`src/rtl/hamming_decode_arbiter_if.sv`:
```
// rtl/hamming_decode_arbiter_if.sv - requester, decoder, response and counter signals of hamming_decode_arbiter
interface hamming_decode_arbiter_if #(
  parameter int ERR_CNT_W = 8
);
  logic                 req0_valid;
  logic [6:0]           req0_cw;
  logic                 req0_ready;
  logic                 req1_valid;
  logic [6:0]           req1_cw;
  logic                 req1_ready;
  logic [6:0]           dec_codeword;
  logic [3:0]           dec_data;
  logic                 dec_error;
  logic                 rsp_valid;
  logic                 rsp_id;
  logic [3:0]           rsp_data;
  logic                 rsp_err;
  logic                 rsp_ready;
  logic                 err_clr;
  logic [ERR_CNT_W-1:0] err_cnt0;
  logic [ERR_CNT_W-1:0] err_cnt1;
  logic                 busy;

  modport slave (
    input  req0_valid, req0_cw, req1_valid, req1_cw, dec_data, dec_error, rsp_ready, err_clr,
    output req0_ready, req1_ready, dec_codeword, rsp_valid, rsp_id, rsp_data, rsp_err,
           err_cnt0, err_cnt1, busy
  );

  modport master (
    output req0_valid, req0_cw, req1_valid, req1_cw, dec_data, dec_error, rsp_ready, err_clr,
    input  req0_ready, req1_ready, dec_codeword, rsp_valid, rsp_id, rsp_data, rsp_err,
           err_cnt0, err_cnt1, busy
  );
endinterface

```
`src/rtl/hamming_decode_arbiter.sv`:
```
// rtl/hamming_decode_arbiter.sv - round-robin sharing of one combinational Hamming(7,4) decoder
module hamming_decode_arbiter #(
  parameter int ERR_CNT_W = 8
) (
  input  logic                    clk,
  input  logic                    reset,
  hamming_decode_arbiter_if.slave bus
);
  typedef enum logic [1:0] {
    IDLE    = 2'd0,
    DECODE  = 2'd1,
    RESPOND = 2'd2
  } state_t;

  localparam logic [ERR_CNT_W-1:0] CNT_MAX = '1;

  state_t               state_q, state_d;
  logic [6:0]           cw_q, cw_d;
  logic                 owner_q, owner_d;
  logic                 last_grant_q, last_grant_d;
  logic [3:0]           data_q, data_d;
  logic                 err_q, err_d;
  logic [ERR_CNT_W-1:0] cnt0_q, cnt0_d;
  logic [ERR_CNT_W-1:0] cnt1_q, cnt1_d;
  logic                 any_valid;
  logic                 grant_id;

  // A lone requester always wins; a tie goes to whoever did not win last.
  always_comb begin
    any_valid = bus.req0_valid | bus.req1_valid;
    grant_id  = (bus.req0_valid & bus.req1_valid) ? ~last_grant_q : bus.req1_valid;
  end

  always_comb begin
    state_d          = state_q;
    cw_d             = cw_q;
    owner_d          = owner_q;
    last_grant_d     = last_grant_q;
    data_d           = data_q;
    err_d            = err_q;
    cnt0_d           = cnt0_q;
    cnt1_d           = cnt1_q;
    bus.req0_ready   = 1'b0;
    bus.req1_ready   = 1'b0;
    bus.dec_codeword = 7'h00;
    bus.rsp_valid    = 1'b0;
    bus.rsp_id       = 1'b0;
    bus.rsp_data     = 4'h0;
    bus.rsp_err      = 1'b0;
    bus.busy         = (state_q != IDLE);

    case (state_q)
      IDLE: begin
        // No acceptance while reset is held, so nothing is lost across it.
        if (any_valid && !reset) begin
          bus.req0_ready = ~grant_id;
          bus.req1_ready = grant_id;
          cw_d           = grant_id ? bus.req1_cw : bus.req0_cw;
          owner_d        = grant_id;
          last_grant_d   = grant_id;
          state_d        = DECODE;
        end
      end
      DECODE: begin
        bus.dec_codeword = cw_q;
        data_d           = bus.dec_data;
        err_d            = bus.dec_error;
        if (bus.dec_error) begin
          if (!owner_q && cnt0_q != CNT_MAX) cnt0_d = cnt0_q + 1'b1;
          if (owner_q && cnt1_q != CNT_MAX) cnt1_d = cnt1_q + 1'b1;
        end
        state_d = RESPOND;
      end
      RESPOND: begin
        bus.rsp_valid = 1'b1;
        bus.rsp_id    = owner_q;
        bus.rsp_data  = data_q;
        bus.rsp_err   = err_q;
        if (bus.rsp_ready) state_d = IDLE;
      end
      default: state_d = IDLE;
    endcase

    if (bus.err_clr) begin
      cnt0_d = '0;
      cnt1_d = '0;
    end
  end

  always_ff @(posedge clk) begin
    if (reset) begin
      state_q      <= IDLE;
      cw_q         <= 7'h00;
      owner_q      <= 1'b0;
      last_grant_q <= 1'b1;
      data_q       <= 4'h0;
      err_q        <= 1'b0;
      cnt0_q       <= '0;
      cnt1_q       <= '0;
    end else begin
      state_q      <= state_d;
      cw_q         <= cw_d;
      owner_q      <= owner_d;
      last_grant_q <= last_grant_d;
      data_q       <= data_d;
      err_q        <= err_d;
      cnt0_q       <= cnt0_d;
      cnt1_q       <= cnt1_d;
    end
  end

  assign bus.err_cnt0 = cnt0_q;
  assign bus.err_cnt1 = cnt1_q;
endmodule

```
`src/flat_wrapper.sv`:
```
// flat-port wrapper written by rule: the top's interface ports become plain ports
module hamming_decode_arbiter_flat 
#(
  parameter int ERR_CNT_W = 8
)
  (clk, reset, bus_req0_valid, bus_req0_cw, bus_req1_valid, bus_req1_cw, bus_dec_data, bus_dec_error, bus_rsp_ready, bus_err_clr, bus_req0_ready, bus_req1_ready, bus_dec_codeword, bus_rsp_valid, bus_rsp_id, bus_rsp_data, bus_rsp_err, bus_err_cnt0, bus_err_cnt1, bus_busy);
  hamming_decode_arbiter_if #(.ERR_CNT_W(ERR_CNT_W)) bus_i ();
  input  logic clk;
  input  logic reset;
  input wire logic [$bits(bus_i.req0_valid)-1:0] bus_req0_valid;
  input wire logic [$bits(bus_i.req0_cw)-1:0] bus_req0_cw;
  input wire logic [$bits(bus_i.req1_valid)-1:0] bus_req1_valid;
  input wire logic [$bits(bus_i.req1_cw)-1:0] bus_req1_cw;
  input wire logic [$bits(bus_i.dec_data)-1:0] bus_dec_data;
  input wire logic [$bits(bus_i.dec_error)-1:0] bus_dec_error;
  input wire logic [$bits(bus_i.rsp_ready)-1:0] bus_rsp_ready;
  input wire logic [$bits(bus_i.err_clr)-1:0] bus_err_clr;
  output wire logic [$bits(bus_i.req0_ready)-1:0] bus_req0_ready;
  output wire logic [$bits(bus_i.req1_ready)-1:0] bus_req1_ready;
  output wire logic [$bits(bus_i.dec_codeword)-1:0] bus_dec_codeword;
  output wire logic [$bits(bus_i.rsp_valid)-1:0] bus_rsp_valid;
  output wire logic [$bits(bus_i.rsp_id)-1:0] bus_rsp_id;
  output wire logic [$bits(bus_i.rsp_data)-1:0] bus_rsp_data;
  output wire logic [$bits(bus_i.rsp_err)-1:0] bus_rsp_err;
  output wire logic [$bits(bus_i.err_cnt0)-1:0] bus_err_cnt0;
  output wire logic [$bits(bus_i.err_cnt1)-1:0] bus_err_cnt1;
  output wire logic [$bits(bus_i.busy)-1:0] bus_busy;
  assign bus_i.req0_valid = bus_req0_valid;
  assign bus_i.req0_cw = bus_req0_cw;
  assign bus_i.req1_valid = bus_req1_valid;
  assign bus_i.req1_cw = bus_req1_cw;
  assign bus_i.dec_data = bus_dec_data;
  assign bus_i.dec_error = bus_dec_error;
  assign bus_i.rsp_ready = bus_rsp_ready;
  assign bus_i.err_clr = bus_err_clr;
  assign bus_req0_ready = bus_i.req0_ready;
  assign bus_req1_ready = bus_i.req1_ready;
  assign bus_dec_codeword = bus_i.dec_codeword;
  assign bus_rsp_valid = bus_i.rsp_valid;
  assign bus_rsp_id = bus_i.rsp_id;
  assign bus_rsp_data = bus_i.rsp_data;
  assign bus_rsp_err = bus_i.rsp_err;
  assign bus_err_cnt0 = bus_i.err_cnt0;
  assign bus_err_cnt1 = bus_i.err_cnt1;
  assign bus_busy = bus_i.busy;
  hamming_decode_arbiter #(.ERR_CNT_W(ERR_CNT_W)) u_core (.clk(clk), .reset(reset), .bus(bus_i));
endmodule
```
`config.mk`:
```
export PLATFORM = sky130hd
export DESIGN_NAME = hamming_decode_arbiter_flat
export DESIGN_NICKNAME = d
export VERILOG_FILES = /design/src/rtl/hamming_decode_arbiter_if.sv /design/src/rtl/hamming_decode_arbiter.sv /design/src/flat_wrapper.sv
export SDC_FILE = /design/constraint.sdc
export NUM_CORES = 1
export LEC_CHECK = 0
export BUFFER_PORTS_ARGS = -buffer_cell sky130_fd_sc_hd__clkbuf_2
export CORE_MARGIN = 1.5
export CORE_UTILIZATION = 52
export DETAILED_ROUTE_END_ITERATION = 8
export GPL_TIMING_DRIVEN = 1
export PLACE_DENSITY = 0.84
export REMOVE_ABC_BUFFERS = 1
export SLEW_MARGIN = 20
export SYNTH_ARGS = -nofsm -noshare
export SYNTH_HDL_FRONTEND = slang
export SYNTH_SLANG_ARGS = --single-unit
```
`constraint.sdc`:
```
create_clock -name clk -period 4.2 [get_ports clk]
set_input_delay 0.21 -clock clk [delete_from_list [all_inputs] [get_ports clk]]
set_output_delay 0.21 -clock clk [all_outputs]
set_load 0.01 [all_outputs]
```
==> flow_metrics.env, run 1 <==
export IMPL_status="complete, but fails checks"
export IMPL_violations="design-rule violations"
export IMPL_post_route_min_period_ns=1.98
export IMPL_initial_utilization_pct=55.4
export IMPL_finalCritPeriodShare_pct=47.2
export IMPL_worstHoldPathCells=3
export IMPL_setup_viol=0
export IMPL_critPathCaptureType="output port"
export IMPL_core_mm2=0.00281
export IMPL_r2r_cells=5
export IMPL_r2r_slack_ns=2.56
export IMPL_synth_area_leader_cell="dfxtp_1"
export IMPL_yosysMostFrequentCell="dfxtp_1"
export IMPL_fillers=262
export IMPL_grt_antenna_before_repair=0
export IMPL_netlist_instances=175
export IMPL_cp_start_kind="flop"
export IMPL_h_tree_depth=2
export IMPL_synthesis_area_mm2=0.00155
export IMPL_final_hold_viol_count=0
export IMPL_detail_route_antenna_nets=0
export IMPL_p_leak_uw=0.000857
export IMPL_final_cells=264
export IMPL_place_gp_congestion=0.860
export IMPL_finalMaxSlewViolations=0
export IMPL_area_growth_pct=22.0
export IMPL_synth_enable_flop_cells=0
export IMPL_ys_ff_latch=32
export IMPL_clock_path_buffers=2
export IMPL_grt_first_pass_wirelength_um=5200
export IMPL_synth_ff_type="dfxtp_1"
export IMPL_drt_first_iter_violations=47
export IMPL_yosys_top_cells_count="dfxtp_1 (32), nor2_1 (22), and2_1 (15), nand2_1 (15), a21oi_1 (11)"
export IMPL_cts_root_buffer="clkbuf_4"
export IMPL_drt_drc_violations_left=4
export IMPL_overflow=0
export IMPL_hold_buffers=0
export IMPL_die_area_mm2=0.00332
export IMPL_cts_buffers=5
export IMPL_nNetsFinal=260
export IMPL_tightest_slew_ns=0.732
export IMPL_vdd_drop_max_mv=0.235
export IMPL_clock_sinks=32
export IMPL_relSlewSlack_pct=50.8
export IMPL_route_final_wire_length_um=3200
export IMPL_die_y_um=57.6
export IMPL_rsz0062_at_grt="false"
export IMPL_crit_fanout=6
export IMPL_fin_setup_tns_ns=0
export IMPL_clock_latency_ns=0.33
export IMPL_yosys_warnings=0
export IMPL_dp_cells=257
export IMPL_worst_slack_ns=2.22
export IMPL_die_w_um=57.6
export IMPL_io_pins=58
export IMPL_via_count=1451
export IMPL_seq_area_frac_synth_pct=41.3
export IMPL_avgViaCountPerCell=5.50
export IMPL_antenna_cells=0
export IMPL_rows=19
export IMPL_clock_skew_ns=0.0108
export IMPL_worstSetupPathType="flop to output port"
export IMPL_final_util_pct=67.5
export IMPL_drt_pass1_iter_count=6
export IMPL_cts_resized=0
export IMPL_path_buf_inv=2
export IMPL_fmax_mhz=505
export IMPL_cp_depth=4
export IMPL_async_reset_ff_share_pct=0
export IMPL_timing_max_cap_violations=0
export IMPL_synth_top_cell_area_share_pct=41.3
export IMPL_worst_path_largest_cell_delay_ns=0.58
export IMPL_postCtsSetupBuffers=0
export IMPL_hold_slack_ns=0.0916
export IMPL_groute_usage_overall_pct=20.1
export IMPL_synth_distinct_cells=37
export IMPL_cp_arrival_ns=1.77
export IMPL_cp_slowest_cell="a21boi_0"
export IMPL_drive_gt1_share_pct=29.6
export IMPL_wire_per_inst_um=12.1
export IMPL_synthTopCellsByArea="dfxtp_1 (41%), and2_1 (6.0%), mux2i_1 (5.8%), nor2_1 (5.3%), xor2_1 (4.5%)"
export IMPL_hold_path_class="input port to flop"
export IMPL_worstPathRequired_ns=3.99
export IMPL_pre_cts_ws_ns=2.56
export IMPL_path_cells="a21boi_0, buf_4, and2_1, clkbuf_2"
export IMPL_portBuffers=57
export IMPL_syn_avg_cell_area_um2=8.87
export IMPL_cts_tree="done"
export IMPL_grt_max_degree=19
export IMPL_powerDensity_mw_per_mm2=301
export IMPL_grt_pass1_vias=1284
export IMPL_critical_path_top_delay_family="compound AO/OA/AOI/OAI gates"
export IMPL_dp_hpwl_um=2450
export IMPL_path_clk_slew_ns=0.09
## routing by layer
layer | vias up | track usage, % | share of wire, % | routed length (µm)
met5 | - | 0 | 0 | 0
met4 | 0 | 9.30 | 1.7 | 55
met3 | 7 | 4.91 | 5.2 | 168
met2 | 49 | 35.2 | 49 | 1570
met1 | 656 | 23.0 | 44 | 1400
li1 | 739 | - | - | -
## worst paths after layout
path	from	to
worst max register to register	u_core.bus.err_cnt1[0]	u_core.bus.err_cnt1[1]
worst min register to register	u_core.data_q[1]	u_core.data_q[1]
worst max-delay path	u_core.last_grant_q	bus_req1_ready
worst min-delay path	bus_dec_data[3]	u_core.data_q[3]
## per-stage QoR
step / total power [µW] / area (µm²)
2_1_floorplan: 386 / 1520
3_3_place_gp: 418 / 1850
3_5_place_dp: 420 / 1850
4_1_cts: 575 / 1890
5_1_grt: 600 / 1890
6_report: 571 / 1890
## sequential cells by signal, indices dropped and copies added (netlist names)
| name | count |
|---|---|
| u_core.bus.err_cnt0 | 8 |
| u_core.bus.err_cnt1 | 8 |
| u_core.cw_q | 7 |
| u_core.data_q | 4 |
| u_core.err_q | 1 |
| u_core.last_grant_q | 1 |
| u_core.owner_q | 1 |
| u_core.state_q | 2 |
## worst register-to-register path, cell delays in order (launching register included)
cell and delay [ns]:
dfxtp_1 0.43, ha_1 0.24, nand4_1 0.24, o21ai_1 0.34, mux2i_1 0.22, nor2_1 0.06
## cell type report
| type | instances | area, µm² | area share (%) |
|---|---|---|---|
| clock inverter | 1 | 5.00 | 0.264 |
| tap | 31 | 38.8 | 2.05 |
| sequential | 32 | 641 | 33.8 |
| inverter | 1 | 3.75 | 0.198 |
| timing repair buffer | 58 | 293 | 15.5 |
| clock buffer | 6 | 41.3 | 2.18 |
| multi-input combinational | 135 | 872 | 46.0 |
## report_power, final
| group | switching (µW) | total, µW | internal [µW] |
|---|---|---|---|
| Combinational | 46.3 | 83.5 | 37.2 |
| Sequential | 10.1 | 329 | 319 |
| Clock | 96.8 | 158 | 61.5 |
## cell usage in the layout, fill, tap and decap left out, types with 2 or more instances in the layout
cell,count
nor2_1,22
xnor2_1,2
ha_1,2
and4b_1,2
dfxtp_1,32
nor2b_1,3
or2_1,2
o21ai_1,2
and3_1,5
a211oi_1,7
mux2i_1,9
nand3_1,3
or4_1,2
nand4_1,3
nand2_1,15
o211ai_1,6
nand2b_1,2
nor3_1,2
clkbuf_4,5
xor2_1,8
and2_1,15
clkbuf_2,57
a21oi_1,11
## logic make-up after synthesis
logic type	after synthesis	share of synthesized area (%)
and+or+nand+nor	83	30.0
DFF	32	41.3
AOI/OAI and AO/OA	31	13.1
xor gates and xnor gates	10	5.64
muxes	9	5.80
buffers and inverters	8	2.58
adders and majority gates	2	1.61
(Power assumes the default switching activity.)
==> run 2: changes to the inputs <==
CORE_UTILIZATION = 48   (was 52)
PLACE_DENSITY = 0.78   (was 0.84)
clock period = 2 ns   (was 4.2 ns; I/O delays follow)
==> run 2 against run 1 <==
Against the previous run: the run now ends clean; flip-flop and latch count unchanged; register-to-register slack worse by 2.1 ns; sequential share of layout area down 1.7 points; worst setup slack worse by 2.0 ns; global-route usage up 0.12 points; critical path depth up 1; hold slack worse by 0.059 ns; total power up 140%; routed wire length up 1.7%; die area up 7.9%; cell count up 7.6%; critical path type unchanged; critical endpoint unchanged; highest routed layer unchanged.
==> flow_metrics.env, run 2 (synthesized netlist as in run 1, its figures left out) <==
export IMPL_portBuffers=57
export IMPL_avgViaCountPerCell=5.14
export IMPL_relSlewSlack_pct=72.6
export IMPL_layout_common_cells="clkbuf_2 (57), dfxtp_1 (32), nor2_1 (22), and2_1 (15), nand2_1 (15)"
export IMPL_grt_max_degree=19
export IMPL_initial_utilization_pct=50.9
export IMPL_fmax_mhz=554
export IMPL_core_mm2=0.00305
export IMPL_groute_usage_overall_pct=20.2
export IMPL_die_y_um=59.9
export IMPL_vdd_drop_max_mv=0.440
export IMPL_cp_arrival_ns=1.70
export IMPL_critPathCaptureType="output port"
export IMPL_path_common_cell="or2_1"
export IMPL_critical_path_top_delay_family="simple AND/OR/NAND/NOR gates"
export IMPL_status="complete, no violations"
export IMPL_clock_sinks=32
export IMPL_cts_root_buffer="clkbuf_4"
export IMPL_detail_route_antenna_nets=0
export IMPL_powerDensity_mw_per_mm2=678
export IMPL_p_leak_uw=0.000898
export IMPL_path_buf_inv=1
export IMPL_dp_hpwl_um=2440
export IMPL_rsz0062_at_grt="false"
export IMPL_wire_per_inst_um=11.5
export IMPL_clock_path_buffers=2
export IMPL_fin_setup_tns_ns=0
export IMPL_die_area_mm2=0.00359
export IMPL_h_tree_depth=2
export IMPL_nNetsFinal=266
export IMPL_clock_skew_ns=0.00521
export IMPL_worst_path_largest_cell_delay_ns=0.38
export IMPL_area_growth_pct=28.5
export IMPL_cts_buffers=5
export IMPL_final_common_cell="clkbuf_2"
export IMPL_via_count=1459
export IMPL_worstSetupPathType="flop to output port"
export IMPL_drt_drc_violations_left=0
export IMPL_finalPower_uw=1350
export IMPL_grt_pass1_vias=1294
export IMPL_setup_viol=0
export IMPL_post_route_min_period_ns=1.80
export IMPL_cts_tree="done"
export IMPL_antenna_cells=0
export IMPL_cp_start_kind="flop"
export IMPL_path_clk_slew_ns=0.10
export IMPL_clock_latency_ns=0.32
export IMPL_grt_first_pass_wirelength_um=5490
export IMPL_drive_gt1_share_pct=30.0
export IMPL_hold_path_class="input port to flop"
export IMPL_path_cells="or2_1, or2_1, nor2_1, and2_1, clkbuf_2"
export IMPL_drt_first_iter_violations=42
export IMPL_drt_pass1_iter_count=6
export IMPL_finalMaxSlewViolations=0
export IMPL_overflow=0
export IMPL_final_hold_viol_count=0
export IMPL_fillers=272
export IMPL_timing_max_cap_violations=0
export IMPL_crit_fanout=8
export IMPL_worstPathRequired_ns=1.90
export IMPL_route_final_wire_length_um=3260
export IMPL_final_util_pct=65.4
export IMPL_grt_antenna_before_repair=0
export IMPL_io_pins=58
export IMPL_rows=20
export IMPL_die_w_um=59.9
export IMPL_cp_slowest_cell="dfxtp_1"
export IMPL_place_gp_congestion=0.767
export IMPL_tightest_slew_ns=0.411
export IMPL_finalCritPeriodShare_pct=90.2
-- run 2: worst paths after layout --
check | start | endpoint | slack [ns] | cells after the start
worst min register to register | u_core.err_q | u_core.err_q | 0.45 | 2
worst min-delay path | bus_rsp_ready | u_core.state_q[1] | 0.03 | 3
worst max-delay path | u_core.state_q[0] | bus_req1_ready | 0.20 | 5
worst max register to register | u_core.bus.err_cnt0[0] | u_core.bus.err_cnt0[1] | 0.44 | 5
-- run 2: worst min-delay path, cell delays in order --
cell      delay, ns
clkbuf_2       0.07
nand2b_1       0.08
a21oi_1        0.06
-- run 2: power by group --
part / switching, µW / total, µW / leakage, µW / internal, µW
Combinational: 98.8 / 186 / 0.000594 / 87.6
Clock: 216 / 478 / 0.0000422 / 262
Sequential: 19.9 / 689 / 0.000261 / 669
Total: 335 / 1350 / 0.000898 / 1020
-- run 2: timing repair --
action / 4_1_cts / 5_1_grt
hold buffers: 4 / 0
endpoints found under the hold margin: 4 / 0
buffers inserted: 0 / 0
gates resized for setup: 0 / 0
-- run 2: final cells by class --
cell class	instances	area [µm²]	area share (%)
repair buffers	64	348	17.4
clock inverters	2	35.0	1.76
flip-flops and latches	32	641	32.1
multi-input cells	135	872	43.7
clock buffers	6	41.3	2.07
well taps	44	55.1	2.76
inverters	1	3.75	0.188
-- run 2: layer usage --
layer	track usage [%]	vias to the layer above	routed length, µm
li1	-	750	-
met4	11.4	0	74
met3	4.98	9	167
met1	25.8	657	1520
met2	31.1	43	1500
met5	0	-	0
-- run 2: metrics by stage --
| step | instances | hold slack, ns | cell area, µm² | setup WS [ns] |
|---|---|---|---|---|
| after floorplan | 168 | 0.169 | 1520 | 0.304 |
| after global placement | 272 | 0.328 | 1880 | 0.513 |
| after detailed placement | 272 | 0.332 | 1880 | 0.468 |
| after CTS | 284 | 0.0306 | 2000 | 0.162 |
| after global routing | 284 | 0.00370 | 2000 | 0.0565 |
| final | 284 | 0.0324 | 2000 | 0.195 |
==> run 3: changes to the inputs <==
CORE_ASPECT_RATIO = 0.7   (was default)
==> run 3 against run 2 <==
Against the previous run: design area fell by 1.7%; total power increased by 1.5%; hold slack improved by 0.0087 ns; combinational power down 3%; routed wire length is 2.4% higher; clock power up 5.2%; first-iteration DRC count up 9.5%; via count decreased by 3.1%; register-to-register slack improved by 0.02 ns; non-clock buffer count fell by 4; critical endpoint unchanged.
==> flow_metrics.env, run 3 (synthesized netlist as in run 1, its figures left out) <==
export IMPL_status="complete, no violations"
export IMPL_p_switching_uw=342
export IMPL_pwr_share_clk_pct=36.6
export IMPL_detail_route_antenna_nets=0
export IMPL_pwr_share_comb_pct=13.1
export IMPL_nNetsFinal=262
export IMPL_finalMaxSlewViolations=0
export IMPL_place_gp_congestion=0.778
export IMPL_initial_utilization_pct=49.7
export IMPL_worstSetupPathType="flop to output port"
export IMPL_powerDensity_mw_per_mm2=701
export IMPL_r2r_cells=5
export IMPL_rows=17
export IMPL_cts_root_buffer="clkbuf_8"
export IMPL_pre_cts_ws_ns=0.458
export IMPL_postCtsSetupBuffers=0
export IMPL_final_area_mm2=0.00196
export IMPL_fin_setup_tns_ns=0
export IMPL_timing_max_cap_violations=0
export IMPL_cts_tree="done"
export IMPL_setup_viol=0
export IMPL_die_y_um=50.6
export IMPL_cp_start_kind="flop"
export IMPL_avgViaCountPerCell=5.16
export IMPL_portBuffers=57
export IMPL_crit_fanout=8
export IMPL_worstPathRequired_ns=1.90
export IMPL_rsz0062_at_grt="false"
export IMPL_dp_hpwl_um=2500
export IMPL_hold_path_class="input port to flop"
export IMPL_grt_max_degree=18
export IMPL_relSlewSlack_pct=70.1
export IMPL_final_common_cell="clkbuf_2"
export IMPL_dpl_instance_area_mm2=0.00187
export IMPL_drive_gt1_share_pct=30.1
export IMPL_hold_buffers=0
export IMPL_layout_common_cells="clkbuf_2 (57), dfxtp_1 (32), nor2_1 (22), and2_1 (15), nand2_1 (15)"
export IMPL_clock_path_buffers=2
export IMPL_drt_first_iter_violations=46
export IMPL_grt_first_pass_wirelength_um=5400
export IMPL_die_area_mm2=0.00359
export IMPL_via_count=1414
export IMPL_drt_drc_violations_left=0
export IMPL_vdd_drop_max_mv=0.476
export IMPL_path_clk_slew_ns=0.06
export IMPL_grt_antenna_before_repair=0
export IMPL_grt_pass1_vias=1199
export IMPL_post_route_min_period_ns=1.72
export IMPL_fmax_mhz=583
export IMPL_overflow=0
export IMPL_finalPower_uw=1370
export IMPL_tightest_slew_ns=0.448
export IMPL_cts_buffers=5
export IMPL_wire_per_inst_um=12.2
export IMPL_drt_pass1_iter_count=4
export IMPL_final_hold_viol_count=0
export IMPL_worstHoldPathCells=3
export IMPL_core_mm2=0.00313
export IMPL_swShare_pct=24.9
export IMPL_power_share_sequential_pct=50.3
export IMPL_p_leak_uw=0.000884
export IMPL_finalCritPeriodShare_pct=85.8
export IMPL_cts_resized=0
export IMPL_final_util_pct=62.7
export IMPL_route_final_wire_length_um=3340
export IMPL_critPathCaptureType="output port"
export IMPL_io_pins=58
export IMPL_worst_slack_ns=0.285
export IMPL_area_growth_pct=26.3
export IMPL_clock_skew_ns=0.00621
export IMPL_h_tree_depth=2
export IMPL_cp_arrival_ns=1.62
export IMPL_groute_usage_overall_pct=19.2
export IMPL_antenna_cells=0
export IMPL_die_w_um=71.0
export IMPL_clock_sinks=32
export IMPL_clock_latency_ns=0.28
export IMPL_p_int_uw=1030
run 3: metrics by stage:
stage               cells  hold WS (ns)
floorplan             168         0.169
global placement      266         0.334
detailed placement    266         0.333
CTS                   274        0.0350
global route          274        0.0336
finish                274        0.0411
run 3: final timing paths:
check | start | end | slack, ns
setup / recovery | u_core.state_q[1] | bus_req1_ready | 0.28
hold / removal | bus_dec_data[2] | u_core.data_q[2] | 0.04
setup reg to reg | u_core.bus.err_cnt1[0] | u_core.bus.err_cnt1[1] | 0.46
hold reg to reg | u_core.data_q[3] | u_core.data_q[3] | 0.46
run 3: per-layer routing:
layer | part of all wire, % | global-route usage, % | vias to the layer above | routed length [µm]
met2 | 44 | 29.1 | 25 | 1470
met1 | 50 | 25.2 | 644 | 1680
met3 | 4.2 | 6.22 | 5 | 141
met5 | 0 | 0 | - | 0
li1 | - | - | 740 | -
met4 | 1.2 | 7.55 | 0 | 40
run 3: final cells by class:
class / instances / area, µm²
fillers: 281 / 1160
multi-input cells: 135 / 872
flip-flops and latches: 32 / 641
repair buffers: 60 / 308
clock buffers: 8 / 90.1
well taps: 38 / 47.5
inverters: 1 / 3.75
run 3: critical path, stage by stage (launching register included):
cell	delay [ns]
dfxtp_1	0.37
or2_1	0.30
or2_1	0.29
nor2_1	0.11
and2_1	0.13
clkbuf_2	0.13
run 3: power groups by stage:
stage / sequential [µW] / combinational [µW] / clock [µW]
2_1_floorplan: 699 / 111 / 0
6_report: 691 / 180 / 503
4_1_cts: 691 / 182 / 514
3_3_place_gp: 703 / 178 / 0
3_5_place_dp: 705 / 181 / 0
5_1_grt: 695 / 201 / 544
